**src/rtl/rs_enc_frame_sched.sv**
```systemverilog
// Round-robin scheduler that gathers K-symbol frames from NCH requesters and bursts
// each frame into one shared RS(16,8) encoder, tagging the codeword with its channel.
module rs_enc_frame_sched #(
   parameter int unsigned NCH     = 4,
   parameter int unsigned K       = 8,
   parameter int unsigned TIMEOUT = 32
) (
   input  logic                   clk,
   input  logic                   rst_n,
   input  logic                   en,
   input  logic [NCH-1:0]         ch_valid,
   input  logic [8*NCH-1:0]       ch_data,
   output logic [NCH-1:0]         ch_ready,
   output logic                   enc_din_val,
   output logic                   enc_din_sop,
   output logic [7:0]             enc_din,
   input  logic                   enc_dout_eop,
   output logic [$clog2(NCH)-1:0] cur_ch,
   output logic                   busy,
   output logic                   frame_done,
   output logic                   err_timeout
);
   localparam int unsigned CHW = $clog2(NCH);
   localparam int unsigned CW  = $clog2(K+1);
   localparam int unsigned TW  = $clog2(TIMEOUT+1);
   localparam int unsigned BW  = (K > 1) ? $clog2(K) : 1;

   localparam logic [CW-1:0]  K_LAST  = CW'(K-1);
   localparam logic [TW-1:0]  T_LAST  = TW'(TIMEOUT-1);
   localparam logic [CHW-1:0] CH_LAST = CHW'(NCH-1);

   typedef enum logic [1:0] {IDLE, LOAD, SEND, WAIT} state_t;
   state_t state_q, state_d;

   logic [CHW-1:0] rr_q, scan_idx, grant_ch;
   logic           grant_ok, xfer;
   logic [CW-1:0]  wcnt_q, scnt_q;
   logic [TW-1:0]  tcnt_q;
   logic [7:0]     frame_buf [K];
   logic [7:0]     ch_sym [NCH];

   always_comb begin
      for (int unsigned i = 0; i < NCH; i++) ch_sym[i] = ch_data[8*i +: 8];
   end

   // First requester at or after rr_q, wrapping modulo NCH.
   always_comb begin
      grant_ok = 1'b0;
      grant_ch = '0;
      scan_idx = '0;
      for (int unsigned i = 0; i < NCH; i++) begin
         scan_idx = CHW'((32'(rr_q) + i) % NCH);
         if (!grant_ok && ch_valid[scan_idx]) begin
            grant_ok = 1'b1;
            grant_ch = scan_idx;
         end
      end
   end

   assign xfer = (state_q == LOAD) && ch_valid[cur_ch];

   always_comb begin
      state_d  = state_q;
      ch_ready = '0;
      case (state_q)
         IDLE: if (en && grant_ok) state_d = LOAD;
         LOAD: begin
            ch_ready[cur_ch] = 1'b1;
            if (xfer && wcnt_q == K_LAST) state_d = SEND;
         end
         SEND: if (scnt_q == K_LAST) state_d = WAIT;
         WAIT: if (enc_dout_eop || tcnt_q == T_LAST) state_d = IDLE;
         default: state_d = IDLE;
      endcase
   end

   always_ff @(posedge clk or negedge rst_n) begin
      if (!rst_n) state_q <= IDLE;
      else        state_q <= state_d;
   end

   always_ff @(posedge clk or negedge rst_n) begin
      if (!rst_n) begin
         rr_q        <= '0;
         cur_ch      <= '0;
         wcnt_q      <= '0;
         scnt_q      <= '0;
         tcnt_q      <= '0;
         enc_din_val <= 1'b0;
         enc_din_sop <= 1'b0;
         enc_din     <= '0;
         busy        <= 1'b0;
         frame_done  <= 1'b0;
         err_timeout <= 1'b0;
      end else begin
         enc_din_val <= (state_q == SEND);
         enc_din_sop <= (state_q == SEND) && (scnt_q == '0);
         enc_din     <= (state_q == SEND) ? frame_buf[scnt_q[BW-1:0]] : '0;
         busy        <= (state_d != IDLE);
         // eop beats a simultaneous timeout expiry
         frame_done  <= (state_q == WAIT) && enc_dout_eop;
         err_timeout <= (state_q == WAIT) && !enc_dout_eop && (tcnt_q == T_LAST);
         case (state_q)
            IDLE: begin
               wcnt_q <= '0;
               scnt_q <= '0;
               tcnt_q <= '0;
               if (en && grant_ok) begin
                  cur_ch <= grant_ch;
                  rr_q   <= (grant_ch == CH_LAST) ? '0 : grant_ch + 1'b1;
               end
            end
            LOAD:    if (xfer) wcnt_q <= wcnt_q + 1'b1;
            SEND:    scnt_q <= scnt_q + 1'b1;
            WAIT:    tcnt_q <= tcnt_q + 1'b1;
            default: ;
         endcase
      end
   end

   always_ff @(posedge clk) begin
      if (xfer) frame_buf[wcnt_q[BW-1:0]] <= ch_sym[cur_ch];
   end
endmodule

```
**config.mk**
```make
export PLATFORM = sky130hd
export DESIGN_NAME = rs_enc_frame_sched
export DESIGN_NICKNAME = d
export VERILOG_FILES = /design/src/rtl/rs_enc_frame_sched.sv
export SDC_FILE = /design/constraint.sdc
export NUM_CORES = 1
export LEC_CHECK = 0
export CAP_MARGIN = 15
export CORE_MARGIN = 2
export CORE_UTILIZATION = 54
export CTS_CLUSTER_DIAMETER = 100
export DETAILED_ROUTE_END_ITERATION = 16
export PLACE_DENSITY = 0.88
export SLEW_MARGIN = 20
export SYNTH_ARGS = -nofsm -noshare
export SYNTH_HDL_FRONTEND = slang
export SYNTH_SLANG_ARGS = --single-unit
```
**constraint.sdc**
```tcl
create_clock -name clk -period 3.1 [get_ports clk]
set_input_delay 0.31 -clock clk [delete_from_list [all_inputs] [get_ports clk]]
set_output_delay 0.31 -clock clk [all_outputs]
set_load 0.03 [all_outputs]
```
Word level (Yosys, flattened, before mapping)
Memories as Yosys holds them, arrays and structs flattened.
Cells that the tools add are included.
- bits in registers: 33
- RAM bits: 64
- output and inout port bits: 19
- word-level logic and storage cells: 97
- memories: 1
- $add $sub $neg: 7
- magnitude comparators: 7
- equal/unequal tests: 8
- multiplexer cells: 37
- bitwise operators: 1
- reductions and logical operators: 24
- memories (name ; depth ; bits a word ; rd ports ; clocked after Yosys merged registers in ; wr ports ; RTL line ; source):
    frame_buf ; 8 ; 8 ; 1 ; 0 ; 1 ; 39 ; logic [7:0] frame_buf [K];
- operators by type and width (cell ; number):
    2-to-1 mux 8 bit ; 3
    2-to-1 mux 2 bit ; 9
    binary-select mux 8 bit (select 2 bit) ; 1
    one-hot mux 4 bit (2 select lines) ; 2
    < comparator 2 x 3 -> 1 bit, second input constant ; 5
    2-to-1 mux 1 bit ; 12
    one-hot mux 6 bit (2 select lines) ; 1
    logical AND 1 bit ; 11
    binary-select mux 1 bit (select 2 bit) ; 5
    adder 4 x 1 -> 4 bit, second input constant ; 2
    equality test 4 x 3 -> 1 bit, second input constant ; 2
    2-to-1 mux 4 bit ; 2
    one-hot mux 2 bit (4 select lines) ; 1
    nonzero test 2 bit ; 4
    adder 6 x 1 -> 6 bit, second input constant ; 1
    equality test 2 bit, second input constant ; 3
    equality test 6 x 5 -> 1 bit, second input constant ; 1
    adder 2 x 1 -> 2 bit, second input constant ; 2
    adder 2 bit, second input constant ; 2
    logical NOT 1 bit ; 4
    logical NOT 4 bit ; 1
    AND reduction 2 bit ; 2
    >= comparator 3 bit, second input constant ; 1
    inverter 2 -> 3 bit ; 1
    6 further kinds ; 6

Logic depth before layout (Yosys ltp)
- word-level depth: 16
- mapped depth: 8
- depth with buffers taken out: 7

Least setup slack after synthesis
No wires, ideal clock.
- path kind: reg2reg
- start point: reg state_q[1]
- end point: mem frame_buf[0][0], enable pin
- arrival: 1.814 ns
- data required time: 2.717 ns
- slack: 0.902 ns
- stages on the path, launching flop included: 7
- clock period less this slack: 2.198 ns
- cell sequence: dfrtp_1 inv_1 ha_1 nand2b_1 o22ai_4 nand2b_1 nor3_1
- word-level cells in the longest chain between the ends: 4
- RTL lines (what ; RTL line ; source):
    from (decl) ; 33 ; state_t state_q, state_d;
    from (signal assigned) ; 79 ; else state_q <= state_d;
    equality test 2 x 1 -> 1 bit ; 60 ; assign xfer = (state_q == LOAD) && ch_valid[cur_ch];
    logical AND 1 bit ; 60 ;
    2-to-1 mux 1 bit ; 122 ; if (xfer) frame_buf[wcnt_q[BW-1:0]] <= ch_sym[cur_ch];
    2-to-1 mux 1 bit (implied by the code) ; 122 ;
    to (decl) ; 39 ;
Every way passes these cells.

Worst setup path after layout
- start point: reg cur_ch[1]
- end point: mem frame_buf[1][7], enable pin
- word-level cells in the longest chain between the ends: 5
- RTL lines (what ; RTL line ; source):
    from (decl) ; 18 ; output logic [$clog2(NCH)-1:0] cur_ch,
    from (signal assigned) ; 109 ; cur_ch <= grant_ch;
    binary-select mux 1 bit (select 2 bit) ; 60 ;
    2-to-1 mux 1 bit (implied by the code) ; 60 ;
    logical AND 1 bit ; 60 ;
    2-to-1 mux 1 bit ; 122 ;
    2-to-1 mux 1 bit (implied by the code) ; 122 ;
Every way passes these cells. The select of a mux whose other input is x is not followed.

==> results.yml <==
critical_path:
  cp-endpoint: "frame_buf[1][7]"
  crit_cells: 4
  r2r-end: "frame_buf[1][7]"
  startpoint_type: "flip-flop"
  r2r_cells: 4
  crit_start: "cur_ch[1]"
  path_delay_family: "simple AND/OR/NAND/NOR gates"
  crit_fanout: 15
  critPathMaxStageDelay_ns: 0.77
  endpoint_kind: "flip-flop"
  worstSetupPathType: "reg -> reg"
  crit_chain: "mux2i_1 -> o22ai_4 -> nand2b_1 -> nor2_1"
  critPathBufInv: 0
  crit_slowest_cell: "dfrtp_1"
  worst_ep_arrival_time_ns: 2.48
  crit_required_ns: 3.09
  reg2reg_from: "cur_ch[1]"
  regToRegSetupSlack_ns: 0.62
synth:
  synthTopCellsByArea: "edfxtp_1 (45%), dfrtp_1 (19%), mux4_2 (13%), mux2i_1 (3.3%), ha_1 (2.3%)"
  ys_top_cells_by_count: "edfxtp_1 (64), dfrtp_1 (33), mux4_2 (24)"
  synth_top_cell_by_area: "edfxtp_1"
  async_flop_share_pct: 34.0
  synth_edf_count: 64
  synth_cell_type_count: 43
  ys_seq_area_share_pct: 64.4
  syn_inst: 271
  synth_nets: 319
  ys.flop_type: "edfxtp_1"
  yosysMostFrequentCell: "edfxtp_1"
  ys.warnings.count: 0
  synth_top_area_share_pct: 45.0
  synthesis.area_um2: 4270
  synth_area_per_cell_um2: 15.8
  synth-seq-cells: 97
drt:
  totalWireLength_mm: 8.16
  detail-route-antenna-nets: 0
  dr.pass1.iters: 4
  via_count: 2509
  drcViolationCount: 0
  wl_per_cell_um: 18.6
  drt_iter0_markers: 187
  viasPerCell: 5.72
cts:
  clockBufferDepth: 2
  cts_resized: 0
  worstSkewPairLatency_ns: 0.37
  cts_tree: "yes"
  root_buffer: "clkbuf_8"
  cts_sinks: 97
  cts_setup_buffers: 0
  h-tree-depth: 3
  clkSlewWorstSetupHoldPaths_ns: 0.09
  cts_buffers: 9
  postCtsHoldBufs: 0
placement:
  io_buffers: 58
  place_congestion: 0.839
  dp_hpwl_mm: 5.77
  dpl-instance-area_um2: 4930
final_layout:
  nets: 380
  antenna_cells: 0
  area_growth_pct: 20.0
  drive_gt1_share_pct: 14.5
  num-fill-cells: 532
  stdcell_area_um2: 5120
  postLayoutCoreUtil_pct: 66.7
timing:
  maxSlewHeadroom_pct: 46.1
  finalCriticalPeriod_ns: 2.48
  finalHoldViolations: 0
  tns_ns: 0
  finalCritPeriodShare_pct: 80.1
  whs_ns: 0.343
  tightest_slew_ns: 0.809
  fin_worst_skew_ns: 0.0179
  setup_viol: 0
  max_freq_mhz: 403
  rsz0062_at_grt: "false"
  drv_slew: 0
power_and_ir_drop:
  powerDensity_nw_per_um2: 829
  vdd.ir_drop.worst_mv: 0.450
  pwr-share-comb_pct: 36.1
  p_sw_mw: 1.53
  pwr-share-seq_pct: 45.1
  p_int_mw: 2.72
  pwr-share-clk_pct: 18.7
  p_leak_nw: 1.85
  p_sw_share_pct: 36.0
floorplanning:
  die_x_um: 92.9
  die_y_um: 92.9
  dieArea_um2: 8630
  core.rowCount: 32
  pin_count: 59
  coreArea_um2: 7690
  start_util_pct: 55.5
outcome:
  status: "complete, no violations"
grt:
  grt-ovfl-total: 0
  track_usage_pct: 20.4
  grt_max_degree: 34
  grt_pass1_wl_mm: 13.1
  grt_pass1_vias: 2566
  antenna_found_initial: 0
hold_path:
  min_path_type: "in -> async"
job:
  max-cap-violations: 0
layout by cell type (no fill, tap or decap), drive strengths merged, types with 4 or more instances in the layout:
cell type,synthesis,routed
a21oi,7,7
buf,7,4
clkbuf,5,9
clkdlybuf4s50,0,58
dfrtp,33,33
edfxtp,64,64
ha,8,8
inv,9,13
mux2i,14,14
mux4,24,24
nand2,18,18
nand2b,10,10
nand3,5,5
nor2,16,16
nor2b,10,10
o21ai,11,11
layout make-up:
cell class              count  area (um^2)  area share (%)
clock buffers               9          124            2.42
clock inverters             7         67.6            1.32
inverters                   9         33.8           0.659
multi-input cells         153         1410            27.6
flip-flops and latches     97         2750            53.6
well taps                 102          128            2.49
repair buffers             62          611            11.9
flip-flops by register name, summed over array words and instances (netlist names), named ones only:
name,flops
cur_ch,2
state_q,2
err_timeout,1
scnt_q,4
enc_din,8
frame_done,1
rr_q,1
enc_din_sop,1
wcnt_q,4
frame_buf,64
enc_din_val,1
busy,1
tcnt_q,6
how the worst min path moves through the flow:
stage,from,to,slack (ns),cells after the start
3_5_place_dp,wcnt_q[3],wcnt_q[3],0.49,1
2_1_floorplan,rst_n,async pin,0.01,0
3_3_place_gp,wcnt_q[3],wcnt_q[3],0.47,1
6_report,rst_n,async pin,0.34,2
4_1_cts,rst_n,busy,0.36,2
5_1_grt,rst_n,state_q[0],0.38,2
per-stage QoR:
step / total power [mW] / instances / setup WS [ns]
finish: 4.25 / 439 / 0.617
global route: 4.47 / 439 / 0.510
CTS: 4.27 / 439 / 0.608
detailed placement: 3.49 / 423 / 0.557
global placement: 3.42 / 423 / 0.720
floorplan: 3.00 / 271 / 0.902
routing by layer:
metal,GRT usage [%],wire (um),vias up
li1,-,-,1150
met1,29.4,3590,1271
met2,31.6,4070,79
met3,3.09,374,9
met4,8.58,120,0
met5,0,0,-
power by group through the flow:
| stage | clock network [mW] | registers [mW] | logic, mW |
|---|---|---|---|
| 6_report | 0.796 | 1.92 | 1.54 |
| 5_1_grt | 0.851 | 1.95 | 1.67 |
| 3_5_place_dp | 0 | 1.95 | 1.54 |
| 2_1_floorplan | 0 | 1.97 | 1.03 |
| 3_3_place_gp | 0 | 1.93 | 1.49 |
| 4_1_cts | 0.802 | 1.92 | 1.55 |
logic make-up (layout without fill, tap and decap cells):
family / count (synthesis) / after routing / share of synthesized area, %
AOI/OAI and AO/OA: 30 / 30 / 4.81
xor gates and xnor gates: 3 / 3 / 0.616
adders and majority gates: 8 / 8 / 2.34
buffers and inverters: 21 / 87 / 2.52
DFF: 97 / 97 / 64.4
muxes: 40 / 40 / 16.5
and+or+nand+nor: 72 / 72 / 8.88
(Power assumes the default switching activity.)
